--- config.mk ---
export PLATFORM = sky130hd
export DESIGN_NAME = bcd_serial_adder_ctrl
export DESIGN_NICKNAME = d
export VERILOG_FILES = /design/src/rtl/bcd_serial_adder_ctrl.sv
export SDC_FILE = /design/constraint.sdc
export NUM_CORES = 1
export LEC_CHECK = 0
export CORE_ASPECT_RATIO = 0.5
export CORE_MARGIN = 3
export CORE_UTILIZATION = 41
export CTS_CLUSTER_SIZE = 25
export DETAILED_ROUTE_END_ITERATION = 8
export PLACE_DENSITY_LB_ADDON = 0.3
export SLEW_MARGIN = 20
export SYNTH_ARGS = -nofsm -noshare
export SYNTH_HDL_FRONTEND = slang
export SYNTH_SLANG_ARGS = --single-unit
export TNS_END_PERCENT = 10
--- constraint.sdc ---
create_clock -name clk -period 3.6 [get_ports clk]
set_input_delay 0.36 -clock clk [delete_from_list [all_inputs] [get_ports clk]]
set_output_delay 0.36 -clock clk [all_outputs]
set_load 0.005 [all_outputs]
--- src/rtl/bcd_serial_adder_ctrl.sv ---
// bcd_serial_adder_ctrl
//
// Digit-serial packed-BCD adder controller. Two N-digit operands are latched
// on an accepted start and summed one decimal digit per clock, least
// significant digit first, through a single 4-bit BCD digit slice. The
// inter-digit carry is registered. The result, carry-out and an
// invalid-digit flag are held from the done pulse until the next accepted
// start.
//
// Ports:
//   clk    rising-edge clock
//   rst    synchronous active-high reset (wins over everything, even mid-add)
//   start  operation request, sampled only in IDLE or DONE
//   a, b   packed BCD operands, digit i at [4i+3:4i]
//   cin    decimal carry into digit 0
//   busy   high while digits are being processed
//   done   one-cycle pulse, result valid
//   sum    packed BCD result
//   cout   decimal carry out of the most significant digit
//   err    an operand digit of the last operation was greater than 9

module bcd_serial_adder_ctrl #(
    parameter int N = 4
) (
    input  logic           clk,
    input  logic           rst,
    input  logic           start,
    input  logic [4*N-1:0] a,
    input  logic [4*N-1:0] b,
    input  logic           cin,
    output logic           busy,
    output logic           done,
    output logic [4*N-1:0] sum,
    output logic           cout,
    output logic           err
);

    localparam int CW = $clog2(N) + 1;

    localparam logic [1:0] ST_IDLE = 2'd0;
    localparam logic [1:0] ST_ADD  = 2'd1;
    localparam logic [1:0] ST_DONE = 2'd2;

    logic [1:0]     state_reg;
    logic [4*N-1:0] a_sh_reg;
    logic [4*N-1:0] b_sh_reg;
    logic [4*N-1:0] sum_reg;
    logic           carry_reg;
    logic [CW-1:0]  cnt_reg;
    logic           cout_reg;
    logic           err_reg;

    // Single digit slice.
    logic [3:0] x_digit;
    logic [3:0] y_digit;
    logic [4:0] raw_sum;
    logic       digit_carry;
    logic [3:0] digit_out;
    logic       digit_bad;

    assign x_digit     = a_sh_reg[3:0];
    assign y_digit     = b_sh_reg[3:0];
    assign raw_sum     = {1'b0, x_digit} + {1'b0, y_digit} + {4'd0, carry_reg};
    assign digit_carry = (raw_sum > 5'd9);
    // (raw + 6) mod 16 only needs the low nibble.
    assign digit_out   = digit_carry ? (raw_sum[3:0] + 4'd6) : raw_sum[3:0];
    assign digit_bad   = (x_digit > 4'd9) || (y_digit > 4'd9);

    // New digit enters at the MSB end; after N shifts digit 0 sits at [3:0].
    // Built per nibble so that N=1 needs no special slice handling.
    logic [4*N-1:0] sum_shift;

    generate
        for (genvar gi = 0; gi < N; gi++) begin : g_sum_shift
            if (gi == N - 1) begin : g_top
                assign sum_shift[4*gi+3:4*gi] = digit_out;
            end else begin : g_mid
                assign sum_shift[4*gi+3:4*gi] = sum_reg[4*gi+7:4*gi+4];
            end
        end
    endgenerate

    logic last_digit;
    logic accept;

    assign last_digit = (cnt_reg == CW'(N - 1));
    assign accept     = start && ((state_reg == ST_IDLE) || (state_reg == ST_DONE));

    always_ff @(posedge clk) begin
        if (rst) begin
            state_reg <= ST_IDLE;
            a_sh_reg  <= '0;
            b_sh_reg  <= '0;
            sum_reg   <= '0;
            carry_reg <= 1'b0;
            cnt_reg   <= '0;
            cout_reg  <= 1'b0;
            err_reg   <= 1'b0;
        end else begin
            case (state_reg)
                ST_IDLE, ST_DONE: begin
                    if (accept) begin
                        a_sh_reg  <= a;
                        b_sh_reg  <= b;
                        carry_reg <= cin;
                        cnt_reg   <= '0;
                        err_reg   <= 1'b0;
                        sum_reg   <= '0;
                        state_reg <= ST_ADD;
                    end else begin
                        state_reg <= ST_IDLE;
                    end
                end
                ST_ADD: begin
                    sum_reg   <= sum_shift;
                    carry_reg <= digit_carry;
                    a_sh_reg  <= a_sh_reg >> 4;
                    b_sh_reg  <= b_sh_reg >> 4;
                    cnt_reg   <= cnt_reg + 1'b1;
                    err_reg   <= err_reg | digit_bad;
                    if (last_digit) begin
                        cout_reg  <= digit_carry;
                        state_reg <= ST_DONE;
                    end
                end
                default: begin
                    state_reg <= ST_IDLE;
                end
            endcase
        end
    end

    assign busy = (state_reg == ST_ADD);
    assign done = (state_reg == ST_DONE);
    assign sum  = sum_reg;
    assign cout = cout_reg;
    assign err  = err_reg;

endmodule

; ---- Word-level counts from Yosys, hierarchy flattened
; Index checks and enable logic that the tools add are counted.
[word_totals]
ff_bits = 56
mem_bits_ro = 0
mem_bits_rw = 0
wordCells = 45
memories = 0
in_bits = 36
out_inout_bits = 20
latch_bits = 0
[op_classes]
n_addsub = 4
muxes = 16
div = 0
n_lt_le_gt_ge = 3
eq_ne = 5
n_reduce_logical = 8
n_mul = 0
n_shift = 0
n_bitwise = 1
[ops]
columns = op, n
row1 = $pmux W16 S2, 3
row2 = $mux W16, 3
row3 = $gt A4 B4 Y1 const B, 2
row4 = $pmux W3 S2, 1
row5 = $add A4 B4 Y5, 1
row6 = $add A5 B1 Y5, 1
row7 = $gt A5 B4 Y1 const B, 1
row8 = $add A4 B3 Y4 const B, 1
row9 = $mux W4, 1
row10 = $pmux W1 S2, 2
row11 = $pmux W2 S2, 1
row12 = $reduce_and A2 Y1, 2
row13 = $add A3 B1 Y3 const B, 1
row14 = $eq A3 B2 Y1 const B, 1
row15 = $mux W1, 3
row16 = $mux W3, 1
row17 = $eq A2 B1 Y1 const B, 1
row18 = $eq A2 B2 Y1 const B, 1
row19 = $logic_not A2 Y1, 1
row20 = $logic_or A1 B1 Y1, 2
row21 = $mux W2, 1
row22 = $ne A2 B1 Y1 const B, 1
row23 = $ne A2 B2 Y1 const B, 1
row24 = $reduce_bool A2 Y1, 1
row25 = 3 further kinds, 3

; ---- Depth between registers and ports, before layout
[depth]
depth_word = 5
mapped_depth = 10
ltp_nobuf = 10

; ---- Worst setup path before layout
; No wires, ideal clock.
[synth_path]
kind = flip-flop to flip-flop
from = register a_sh_reg[0]
to = register sum_reg[13], in the netlist sum[13]
t_arrival_ns = 2.588
slack_ns = 0.895
setup_ns = 0.117
stages_incl_launch_ff = 11
synth_period_minus_slack_ns = 2.705
n_path_buf = 0
t_required_ns = 3.483
path_cell_list = dfxtp_1 > fa_1 > fa_1 > xor2_2 > inv_1 > ha_1 > inv_1 > o22ai_1 > or3_4 > a21o_1 > a32o_1
[synth_via]
elab_chain_cells = 5
word_cells_on_any_way = 6
cone_classes = add/sub: 3 / order compare: 1 / mux: 2
[synth_rtl]
columns = element, line_no
row1 = from (decl), 45  ; logic [4*N-1:0] a_sh_reg;
row2 = from (signal assigned), 117  ; a_sh_reg <= a_sh_reg >> 4;
row3 = $add A4 B4 Y5 (*), 63  ; assign raw_sum = {1'b0, x_digit} + {1'b0, y_digit} + {4'd0, carry_reg};
row4 = $add A5 B1 Y5 (*), 63
row5 = $add A4 B3 Y4 / $gt A5 B4 Y1 (equally long branches), "66, 64"
row6 = $mux W4 (*), 66  ; assign digit_out = digit_carry ? (raw_sum[3:0] + 4'd6) : raw_sum[3:0];
row7 = $pmux W16 S2 (*), 100  ; case (state_reg)
row8 = to (signal assigned), 115  ; sum_reg <= sum_shift;
row9 = to (decl), 47  ; logic [4*N-1:0] sum_reg;
; Every way passes the cells marked *; elsewhere a longest branch is shown, timed or not.
; A chain may end at the register's enable or synchronous reset.

; ---- Worst setup path after layout
; Ends and elaborated chain as after synthesis.

==> metrics.md <==
| Metric | Value |
|---|---|
| Status | `complete, no violations` |
| Layout Cells excl Fill | `374` |
| Fraction of final layout cells sized beyond drive strength 1 | `6.977%` |
| Overall routed net length | `5424 um` |
| Worst path max stage delay | `470 ps` |
| Largest net degree at the start of global routing | `57` |
| Skew final | `4.203 ps` |
| Simple-Gate Fraction of Synth Area | `13.26%` |
| Pins over their slew limit | `0` |
| Area of the die | `6880 um2` |
| Hold path cells | `2` |
| CP max stage cell | `fa_1` |
| Reg2Reg Depth | `10` |
| DR WL/cell | `14.50 um` |
| Hold Path Class | `reg -> reg` |
| Routed vias | `1981` |
| Post-Synthesis Cells | `254` |
| Worst path depth | `10` |
| Total Nets Final | `344` |
| First-pass GRT wire length | `9239 um` |
| Peak VDD IR | `256.5 uV` |
| Clock latency on the worst-skew pair | `290 ps` |
| Post-synth EDFFs | `0` |
| Clk pwr share | `33.2%` |
| Initial Util | `43.07%` |
| Critical-path cell list | `fa_1 > fa_1 > xor2_2 > inv_1 > ha_1 > inv_1 > o22ai_1 > or3_4 > a21o_1 > a32o_1` |
| Tightest Pin Transition | `1013 ps` |
| Fin Setup TNS | `0 ps` |
| I/O pin cnt | `56` |
| Die X | `114.3 um` |
| Post-Synth XOR/XNOR Area | `0.6760%` |
| Reg2Reg Capture Point | `sum[13]` |
| Main combinational cell family by area after synthesis | `compound AO/OA/AOI/OAI gates` |
| Hold Startpoint | `cnt_reg[2]` |
| CTS Sinks | `56` |
| GRT Util Overall | `16.77%` |
| Clock Tree Buf Depth | `2` |
| Sw Ratio | `26.12%` |
| Sequential share of power | `47.3%` |
| Max-Cap Viols | `0` |
| Post-Route Utilization | `56.35%` |
| Mapped Area | `2406 um2` |
| Critical R2R Launch | `a_sh_reg[0]` |
| Detailed Place HPWL | `3794 um` |
| Asr flop ratio synth | `0%` |
| Post-Synth Adder-Cell Area | `4.784%` |
| CP endpoint kind | `register` |
| WP data required | `3780 ps` |
| CTS tree | `done` |
| Synth Area in Compound Gates | `20.28%` |
| Syn Area/Cell | `9.473 um2` |
| Leakage | `1.225 nW` |
| Vias in the first global route | `1900` |
| Area grow syn2layout | `30.84%` |
| Crit path max fanout | `4` |
| DRT iter0 DRCs | `109` |
| Die Ht | `60.17 um` |
| Cell variety after synth | `34` |
| CTS root buf | `clkbuf_16` |
| Worst Path Class, Setup | `reg -> reg` |
| Unrepaired setup endpoints after global routing | `no` |
| CP arrival | `3090 ps` |
| Main flop type after synthesis | `dfxtp_1` |
| Net Sw Power | `383.9 uW` |
| Hold Fails Final Rpt | `0` |
| PD cells | `466.8 nW/um2` |
| Yosys Warn Count | `0` |
| CTS buffer count | `5` |
| Worst setup SP type | `register` |
| Final RePlAce weighted congestion | `0.8354` |
| Post-Place Cell Area | `2998 um2` |
| Register clock-pin slew on the reported worst setup and hold paths | `70 ps` |
| Setup Viol. Count Final | `0` |
| Synth Register Bits | `56` |
| Core Region | `5587 um2` |
| Largest delay contributor family on the critical path | `adder cells` |
| Post-route ant nets | `0` |
| Port Buffer Count | `55` |
| Syn Nets | `298` |
| Vias per inst | `5.297` |
| Initial antenna violation count | `0` |
| Sequential fraction of the synthesis area | `46.59%` |
| # diodes | `0` |
| WP buf/inv | `2` |
| FF-to-FF setup slack | `690 ps` |
| Layout filler cell count | `503` |
| Share of the clock period used by the worst path | `80.89%` |
| Placed cells | `366` |
| Fin crit period | `2912 ps` |
| Final worst slack | `688.1 ps` |
| Fmax | `0.3434 GHz` |
| Worst hold margin | `494.1 ps` |
| DP Worst Slack | `712.3 ps` |
| Rows | `19` |
| Total grt overflow | `0` |
| H-tree depth | `2` |
| DRC | `0` |
| Fin area | `3148 um2` |
| CTS resizes | `0` |
| Power Total | `1.469 mW` |
| Headroom to the max-slew limit | `32.50%` |
| Pint | `1.086 mW` |
| Multiplexer share of the synthesized area | `10.40%` |
| Post-CTS setup buffer count | `0` |
| DRT Pass-1 Iters | `4` |
| Hold Path End | `cnt_reg[2]` |
| Combinational power share | `19.6%` |
| Hold_buf cts | `0` |
-- layer usage --
| metal | track usage (%) | part of all wire (%) | up-vias |
|---|---|---|---|
| met5 | 0 | 0 | - |
| met4 | 3.892 | 0.26 | 0 |
| met3 | 3.539 | 5.3 | 2 |
| met2 | 26.79 | 45 | 43 |
| met1 | 23.45 | 49 | 929 |
| li1 | - | - | 1007 |
-- power groups by stage --
| stage | clock network [mW] | logic (mW) | registers, mW |
|---|---|---|---|
| 3_3_place_gp | 0 | 0.276 | 0.707 |
| 2_1_floorplan | 0 | 0.194 | 0.699 |
| 4_1_cts | 0.499 | 0.289 | 0.695 |
| 6_report | 0.487 | 0.288 | 0.694 |
| 5_1_grt | 0.524 | 0.320 | 0.700 |
| 3_5_place_dp | 0 | 0.286 | 0.709 |
-- cells in the mapped netlist, drive strengths merged, types with 2 or more instances --
cell,number,area share (%)
o21ai,2,0.42
and2,2,0.62
a22oi,24,7.5
a21o,3,1.0
buf,6,1.2
mux2i,25,10
nor3,3,0.62
nand3,2,0.42
nor2,57,8.9
dfxtp,56,47
fa,2,1.7
inv,4,0.62
nor2b,2,0.52
a21oi,9,1.9
clkbuf,13,2.0
ha,6,3.1
a211oi,24,7.5
-- worst reg2reg max path, cell delays in order, from the launching register on --
cell	delay (ps)
dfxtp_1	330
fa_1	470
fa_1	440
xor2_2	240
inv_1	70
ha_1	240
inv_1	80
o22ai_1	100
or3_4	420
a21o_1	190
a32o_1	240
-- cell type report --
class | count | area, um2 | area share, %
multi-input combinational | 174 | 1199 | 38.08
sequential | 56 | 1121 | 35.61
timing repair buffer | 58 | 568.0 | 18.04
clock buffer | 7 | 142.6 | 4.531
tap | 73 | 91.34 | 2.901
inverter | 5 | 18.77 | 0.5962
clock inverter | 1 | 7.507 | 0.2385
-- cell usage in the layout (no fill, tap or decap), types with 3 or more instances in the layout --
master,Yosys,routed
a211oi_1,24,24
a21oi_1,9,9
a22oi_1,24,24
buf_4,0,3
clkbuf_16,0,5
clkdlybuf4s50_1,0,54
dfxtp_1,56,56
ha_1,6,6
inv_1,4,4
mux2i_1,25,25
nor2_1,57,57
nor3_1,3,3
-- cells by family after synthesis --
logic type | Yosys count
flip-flops | 56
buffers and inverters | 24
XOR/XNOR | 1
multiplexers | 25
AND/OR/NAND/NOR | 73
AO/OA/AOI/OAI | 67
adder cells (fa/ha/maj) | 8
-- worst max path at each step --
| stage | from | end | slack, ps |
|---|---|---|---|
| detailed placement | a_sh_reg[0] | sum[13] | 710 |
| finish | a_sh_reg[0] | sum[13] | 690 |
| CTS | a_sh_reg[0] | sum[13] | 680 |
| global route | a_sh_reg[0] | sum[13] | 560 |
| floorplan | a_sh_reg[0] | sum[13] | 890 |
| global placement | a_sh_reg[0] | sum[13] | 830 |
Note: power is estimated with default switching activity, not from simulation.
